[config.mk]
export PLATFORM = sky130hd
export DESIGN_NAME = spi_config_master
export DESIGN_NICKNAME = d
export VERILOG_FILES = /design/src/rtl/spi_config_master.sv
export SDC_FILE = /design/constraint.sdc
export NUM_CORES = 1
export LEC_CHECK = 0
export ABC_AREA = 1
export CAP_MARGIN = 30
export CORE_AREA = 2 2 107 120
export DETAILED_ROUTE_END_ITERATION = 16
export DIE_AREA = 0 0 109 122
export PLACE_DENSITY = 0.67
export SETUP_SLACK_MARGIN = 0.4
export SKIP_LAST_GASP = 1
export SYNTH_ARGS = -nofsm -noshare
export SYNTH_HDL_FRONTEND = slang
export SYNTH_SLANG_ARGS = --single-unit
[constraint.sdc]
create_clock -name clk -period 6.9 [get_ports clk]
set_clock_uncertainty 0.05 [all_clocks]
set_input_delay 1.035 -clock clk [delete_from_list [all_inputs] [get_ports clk]]
set_output_delay 1.035 -clock clk [all_outputs]
set_load 0.02 [all_outputs]
[src/rtl/spi_config_master.sv]
// SPI write master for the on-chip register bank.
// Register writes are queued in a small FIFO and sent one at a time as
// 16-bit mode-0 frames {1'b1, addr[6:0], data[7:0]}, MSB first.
// Each SCLK half-period lasts CLK_DIV clk cycles so that a peripheral
// with a 2-flop synchronizer can sample every bit.
module spi_config_master #(
  parameter int CLK_DIV    = 4,
  parameter int GAP_CYCLES = 8,
  parameter int DEPTH      = 4
) (
  input  logic                     clk,
  input  logic                     rst_n,
  input  logic                     req_valid,
  output logic                     req_ready,
  input  logic [6:0]               req_addr,
  input  logic [7:0]               req_data,
  output logic                     req_err,
  output logic                     cs,
  output logic                     SCLK,
  output logic                     COPI,
  output logic                     frame_done,
  output logic                     busy,
  output logic [$clog2(DEPTH):0]   fifo_level
);

  localparam int AW = $clog2(DEPTH);
  localparam int PW = AW + 1;
  localparam logic [7:0] DIV_LAST = 8'(CLK_DIV - 1);
  localparam logic [7:0] GAP_LAST = 8'(GAP_CYCLES - 1);

  typedef enum logic [2:0] {
    S_IDLE, S_LEAD, S_HIGH, S_LOW, S_TRAIL, S_GAP
  } state_t;

  state_t          state_q;
  logic [15:0]     mem_q [0:DEPTH-1];
  logic [PW-1:0]   wr_ptr_q, wr_ptr_d;
  logic [PW-1:0]   rd_ptr_q, rd_ptr_d;
  logic [PW-1:0]   count;
  logic            full, empty, accept, push, pop;
  logic [15:0]     head;
  logic [14:0]     shift_q;
  logic [4:0]      bit_q;
  logic [7:0]      div_q;
  logic            cs_q, sclk_q, copi_q, done_q, err_q;

  // Pointers carry one extra wrap bit so full and empty are distinguishable.
  assign count  = wr_ptr_q - rd_ptr_q;
  assign full   = (count == PW'(DEPTH));
  assign empty  = (count == '0);
  assign accept = req_valid && req_ready;
  assign push   = accept && (req_addr <= 7'd4);
  assign pop    = (state_q == S_IDLE) && !empty;
  assign head   = mem_q[rd_ptr_q[AW-1:0]];

  assign req_ready  = !full;
  assign fifo_level = count;
  assign busy       = (state_q != S_IDLE) || !empty;
  assign cs         = cs_q;
  assign SCLK       = sclk_q;
  assign COPI       = copi_q;
  assign frame_done = done_q;
  assign req_err    = err_q;

  // Next pointer values; push and pop in one cycle leave the level unchanged.
  always_comb begin
    wr_ptr_d = wr_ptr_q;
    rd_ptr_d = rd_ptr_q;
    if (push) wr_ptr_d = wr_ptr_q + 1'b1;
    if (pop)  rd_ptr_d = rd_ptr_q + 1'b1;
  end

  // FIFO storage; contents need no reset because the pointers gate them.
  always_ff @(posedge clk) begin
    if (push) mem_q[wr_ptr_q[AW-1:0]] <= {1'b1, req_addr, req_data};
  end

  // Pointer registers and the illegal-address error pulse.
  always_ff @(posedge clk or negedge rst_n) begin
    if (!rst_n) begin
      wr_ptr_q <= '0;
      rd_ptr_q <= '0;
      err_q    <= 1'b0;
    end else begin
      wr_ptr_q <= wr_ptr_d;
      rd_ptr_q <= rd_ptr_d;
      err_q    <= accept && (req_addr > 7'd4);
    end
  end

  // Frame sequencer with registered cs/SCLK/COPI/frame_done.
  // Every SCLK high phase is followed by a full low phase, so the last bit
  // also gets CLK_DIV cycles of hold before the trailing cs-low phase.
  always_ff @(posedge clk or negedge rst_n) begin
    if (!rst_n) begin
      state_q <= S_IDLE;
      shift_q <= '0;
      bit_q   <= '0;
      div_q   <= '0;
      cs_q    <= 1'b1;
      sclk_q  <= 1'b0;
      copi_q  <= 1'b0;
      done_q  <= 1'b0;
    end else begin
      done_q <= 1'b0;
      case (state_q)
        S_IDLE: begin
          if (!empty) begin
            shift_q <= head[14:0];
            copi_q  <= head[15];
            cs_q    <= 1'b0;
            bit_q   <= '0;
            div_q   <= '0;
            state_q <= S_LEAD;
          end
        end
        S_LEAD: begin
          if (div_q == DIV_LAST) begin
            div_q   <= '0;
            sclk_q  <= 1'b1;
            bit_q   <= bit_q + 1'b1;
            state_q <= S_HIGH;
          end else begin
            div_q <= div_q + 1'b1;
          end
        end
        S_HIGH: begin
          if (div_q == DIV_LAST) begin
            div_q   <= '0;
            sclk_q  <= 1'b0;
            copi_q  <= shift_q[14];
            shift_q <= {shift_q[13:0], 1'b0};
            state_q <= S_LOW;
          end else begin
            div_q <= div_q + 1'b1;
          end
        end
        S_LOW: begin
          if (div_q == DIV_LAST) begin
            div_q <= '0;
            if (bit_q == 5'd16) begin
              state_q <= S_TRAIL;
            end else begin
              sclk_q  <= 1'b1;
              bit_q   <= bit_q + 1'b1;
              state_q <= S_HIGH;
            end
          end else begin
            div_q <= div_q + 1'b1;
          end
        end
        S_TRAIL: begin
          if (div_q == DIV_LAST) begin
            div_q   <= '0;
            cs_q    <= 1'b1;
            copi_q  <= 1'b0;
            done_q  <= 1'b1;
            state_q <= S_GAP;
          end else begin
            div_q <= div_q + 1'b1;
          end
        end
        S_GAP: begin
          if (div_q == GAP_LAST) begin
            div_q   <= '0;
            state_q <= S_IDLE;
          end else begin
            div_q <= div_q + 1'b1;
          end
        end
        default: state_q <= S_IDLE;
      endcase
    end
  end

endmodule
### After elaboration in Yosys (flattened, before gate mapping)

Memory sizes are Yosys's and may differ from the RTL's.
Index checks and enable logic that the tools add are counted.
W data, S select, Z words.

* $add $sub $neg: 5
* magnitude comparators: 2
* eq/ne operators: 16
* muxes and demuxes: 34
* reductions and logical operators: 24

Operators by type and width (number)
* $mux W15: 2
* $pmux W15 S2: 1
* $mux W8: 3
* $pmux W8 S3: 1
* $mux W3: 7
* $mux W5: 4
* $pmux W3 S6: 1
* $pmux W5 S3: 1
* $reduce_bool A3 Y1: 5
* $ne A2 B2 Y1 const B: 7
* $mux W1: 11
* $reduce_and A5 Y1: 2
* $eq A3 B3 Y1 const B: 3
* $add A8 B1 Y8 const B: 1
* $eq A8 B2 Y1 const B: 1
* $eq A8 B3 Y1 const B: 1
* $gt A7 B3 Y1 const B: 1
* $le A7 B3 Y1 const B: 1
* $add A3 B1 Y3 const B: 2
* $eq A3 B2 Y1 const B: 2
* $logic_not A3 Y1: 2
* $pmux W1 S3: 2
* $reduce_and A3 Y1: 2
* $reduce_and A6 Y1: 1
* 12 further kinds: 17

* bits in registers: 42
* bits in writable memories: 60
* bits of input ports: 18
* output and inout bits: 10
* word-level logic and storage cells: 93
* memories kept: 1

Memory list
* mem_q: depth 4, width 15, rd ports 1, clocked after memory_dff 0, wr ports 1, RTL line 36 `logic [15:0] mem_q [0:DEPTH-1];`

### Logic depth before layout (Yosys ltp)

* depth after elaboration: 7
* depth in mapped cells: 14
* gate-level depth less buffers: 14

### Worst setup path before layout

Ideal clock, no wire load.

* path kind: register to register
* from: register wr_ptr_q[0]
* to: memory mem_q[0][0] in the netlist's numbering, enable pin
* setup time: 0.387 ns
* arrival: 2.656 ns
* required time: 6.463 ns
* slack: 3.808 ns
* cell stages (with the launch flop): 13
* path buffers: 0
* period minus slack after synthesis: 3.092 ns
* cells stage by stage: dfrtp_1 -> inv_1 -> ha_1 -> fa_1 -> inv_1 -> nand2_1 -> nand2_1 -> nand2_1 -> nand2_1 -> inv_1 -> nand2_1 -> nand3_1 -> nor2_1

* longest elaborated chain between the ends: 7

RTL lines
* start, declared: RTL line 37 `logic [PW-1:0] wr_ptr_q, wr_ptr_d;`
* start signal, assigned: RTL line 85 `wr_ptr_q <= wr_ptr_d;`
* $sub A3 B3 Y3: RTL line 48 `assign count = wr_ptr_q - rd_ptr_q;`
* named net fifo_level[2]: RTL line 23 `output logic [$clog2(DEPTH):0] fifo_level`
* $eq A3 B3 Y1: RTL line 49 `assign full = (count == PW'(DEPTH));`
* $logic_not A1 Y1: RTL line 56 `assign req_ready = !full;`
* named net req_ready: RTL line 14 `output logic req_ready,`
* $logic_and A1 B1 Y1: RTL line 51 `assign accept = req_valid && req_ready;`
* $logic_and A1 B1 Y1: RTL line 52 `assign push = accept && (req_addr <= 7'd4);`
* $mux W1: RTL line 75 `if (push) mem_q[wr_ptr_q[AW-1:0]] <= {1'b1, req_addr, req_data};`
* $mux W1 (implied by the code): RTL line 75
* end, declared: RTL line 36

The timed path passes the listed nets, and every way through them passes these cells.

### Final worst setup path

* from: register rd_ptr_q[0]
* to: output port req_ready

* longest elaborated chain between the ends: 3

RTL lines
* start, declared: RTL line 38 `logic [PW-1:0] rd_ptr_q, rd_ptr_d;`
* start signal, assigned: RTL line 86 `rd_ptr_q <= rd_ptr_d;`
* $sub A3 B3 Y3: RTL line 48
* $eq A3 B3 Y1: RTL line 49
* $logic_not A1 Y1: RTL line 56
* end, declared: RTL line 14

No other way between the ends.

==> impl_metrics.json <==
{
  "status": "completed",
  "dp_slack_ns": 3.04,
  "dr.pass1.iters": 4,
  "cts_setup_buffers": 0,
  "die_h_um": 122,
  "pin_count": 28,
  "finalSetupTns_ns": 0,
  "yosysWarnings": 0,
  "cts-root-buf": "clkbuf_16",
  "drt-met1-wl_mm": 4.06,
  "start_util_pct": 38.9,
  "synth_xor_area_share_pct": 1.29,
  "drc_errors": 0,
  "layout_setup_ws_ns": 3.05,
  "avgSynthCellArea_um2": 9.27,
  "wl_met3_um": 329,
  "worst_pin_slew_ns": 0.913,
  "coreArea_mm2": 0.0122,
  "maxCapViolCount": 0,
  "path_class": "flop to output port",
  "grt_pass1_wl_mm": 15.2,
  "whs_ns": 0.451,
  "ys_ff_latch": 102,
  "critPathRequiredTime_ns": 5.81,
  "area_growth_pct": 16.0,
  "grt_usage_pct": 15.0,
  "overflow": 0,
  "period_share_pct": 55.9,
  "cts_buffers": 9,
  "clock_latency_ns": 0.35,
  "yosys.area_share.simple_pct": 28.5,
  "routed_wl_mm": 9.22,
  "drive_above_1_share_pct": 7.16,
  "crit_fanout": 32,
  "muxShareOfSynthArea_pct": 0,
  "met2_length_mm": 4.63,
  "highest_layer": "met4",
  "grt_pass1_vias": 3202,
  "multi_input_comb_area_mm2": 0.00167,
  "antenna_found_initial": 0,
  "drv_slew": 0,
  "hold_path.class": "flop to flop",
  "cts_tree": "yes",
  "yosysUniqueCellTypes": 32,
  "cts_hold_buffers": 0,
  "wl_per_cell_um": 13.1,
  "power.leakage_uw": 0.00247,
  "cts_max_path_buffers": 2,
  "synth_top_family_by_area": "simple AND/OR/NAND/NOR gates",
  "fin_crit_ns": 3.85,
  "end_kind": "output port",
  "cp.arrival_ns": 2.77,
  "rsz0062_at_grt": "false",
  "utilization_pct": 45.1,
  "ys_seq_area_share_pct": 60.1,
  "grt_max_degree": 34,
  "rows": 43,
  "netlist_area_mm2": 0.00475,
  "n_fill_cell": 1140,
  "setup.worst_path.start_class": "flop",
  "cts.clk_slew.worst_paths_ns": 0.07,
  "diodes": 0,
  "power.density_mw_per_mm2": 392,
  "ir_worst_vdd_mv": 0.171,
  "seqCellArea_mm2": 0.00285,
  "layout_commonest_cell": "nand2_1",
  "die-width_um": 109,
  "slew_headroom_pct": 39.1,
  "routed_via_density": 4.93,
  "hpwl_mm": 6.06,
  "syn-num-nets": 541,
  "finalWeightedCongestion": 0.767,
  "clock-sinks": 102,
  "fin_nets": 569,
  "h-tree-depth": 3,
  "setup_viol": 0,
  "layout_common_cells": "192 x nand2_1, 72 x nand3_1, 60 x edfxtp_1, 41 x dfrtp_1, 31 x inv_1",
  "dieArea_mm2": 0.0133,
  "synthCells": 512,
  "fmax_mhz": 259,
  "antenna_left": 0,
  "drtIter0Drc": 291,
  "synth_fa_ha_area_share_pct": 3.06,
  "portBuffers": 27,
  "synth_compound_area_share_pct": 2.45,
  "ctsResizeCount": 0,
  "hold_viol": 0,
  "vias": 3463
}
state kept, by name (all words and copies together), names as in the netlist:
| name | flops |
|---|---|
| COPI | 1 |
| wr_ptr_q | 3 |
| state_q | 3 |
| shift_q | 15 |
| cs | 1 |
| SCLK | 1 |
| div_q | 8 |
| req_err | 1 |
| frame_done | 1 |
| rd_ptr_q | 3 |
| mem_q | 60 |
| bit_q | 5 |
cells by family after synthesis:
kind of cell    Yosys count
simple gates            316
compound gates           22
xor+xnor                  7
flops                   102
buf+inv                  54
fa+ha+maj                11
power breakdown:
group / switching, µW / internal [µW]
Combinational: 540 / 303
Sequential: 82.7 / 737
Clock: 240 / 255
Total: 863 / 1290
synth_stat cells:
| library cell | n | area [µm²] |
|---|---|---|
| dfstp_2 | 1 | 26.3 |
| buf_2 | 6 | 30.0 |
| nand3_1 | 72 | 360 |
| fa_1 | 1 | 20.0 |
| nand2_4 | 2 | 22.5 |
| ha_1 | 10 | 125 |
| nand2_2 | 2 | 12.5 |
| nand3b_1 | 1 | 7.51 |
| inv_2 | 7 | 26.3 |
| buf_6 | 1 | 11.3 |
| clkbuf_1 | 7 | 26.3 |
| nand4_1 | 7 | 43.8 |
| a21oi_1 | 5 | 25.0 |
| buf_1 | 2 | 7.51 |
| o21ai_0 | 11 | 55.1 |
| xnor2_1 | 2 | 17.5 |
| nor3_1 | 4 | 20.0 |
| inv_1 | 31 | 116 |
| nor3_2 | 1 | 10.0 |
| nor2_1 | 30 | 113 |
| o21a_1 | 1 | 7.51 |
| xor2_1 | 5 | 43.8 |
| nand3_2 | 1 | 10.0 |
| nor2_2 | 1 | 6.26 |
| nand2_1 | 192 | 721 |
| nor3b_1 | 1 | 7.51 |
| dfrtp_1 | 41 | 1030 |
| and3_1 | 1 | 6.26 |
| edfxtp_1 | 60 | 1800 |
| o21ai_2 | 1 | 8.76 |
| o21ai_1 | 4 | 20.0 |
| nor2_4 | 1 | 11.3 |
area by class of cell:
| cell class | instances | share of cell area (%) |
|---|---|---|
| well taps | 157 | 3.57 |
| multi-input cells | 356 | 30.4 |
| clock inverters | 6 | 1.07 |
| repair buffers | 33 | 6.36 |
| flip-flops and latches | 102 | 51.8 |
| clock buffers | 10 | 4.16 |
| inverters | 38 | 2.59 |
path summary, 6_finish.rpt:
path	start	to	slack (ns)	cells after the start
max in group asynchronous	rst_n	cs	5.61	2
max reg2reg	rd_ptr_q[0]	mem_q[1][7]	4.08	13
max	rd_ptr_q[0]	req_ready	3.05	11
min reg2reg	SCLK	SCLK	0.45	2
min in group asynchronous	rst_n	div_q[7]	0.62	1
min	SCLK	SCLK	0.45	2
layer usage:
layer	track usage, %	vias to the layer above
met5	0	-
met4	7.21	0
met2	25.4	61
met3	3.21	17
li1	-	1735
met1	17.9	1650
critical path, stage by stage (launching register included):
cell	delay, ns
dfrtp_1	0.44
buf_16	0.19
ha_1	0.20
fa_1	0.38
inv_1	0.07
nand2_1	0.06
nand2_1	0.07
nand2_1	0.04
nand2_1	0.10
inv_1	0.06
nand2_1	0.16
clkdlybuf4s50_1	0.64
stage by stage:
step | cells | cell area, µm² | total power, µW
finish | 702 | 5510 | 2160
global route | 702 | 5510 | 2330
CTS | 701 | 5480 | 2160
detailed placement | 685 | 5190 | 1660
global placement | 684 | 5160 | 1630
floorplan | 512 | 4750 | 1430
No activity file was read; power rests on OpenSTA's default activity.
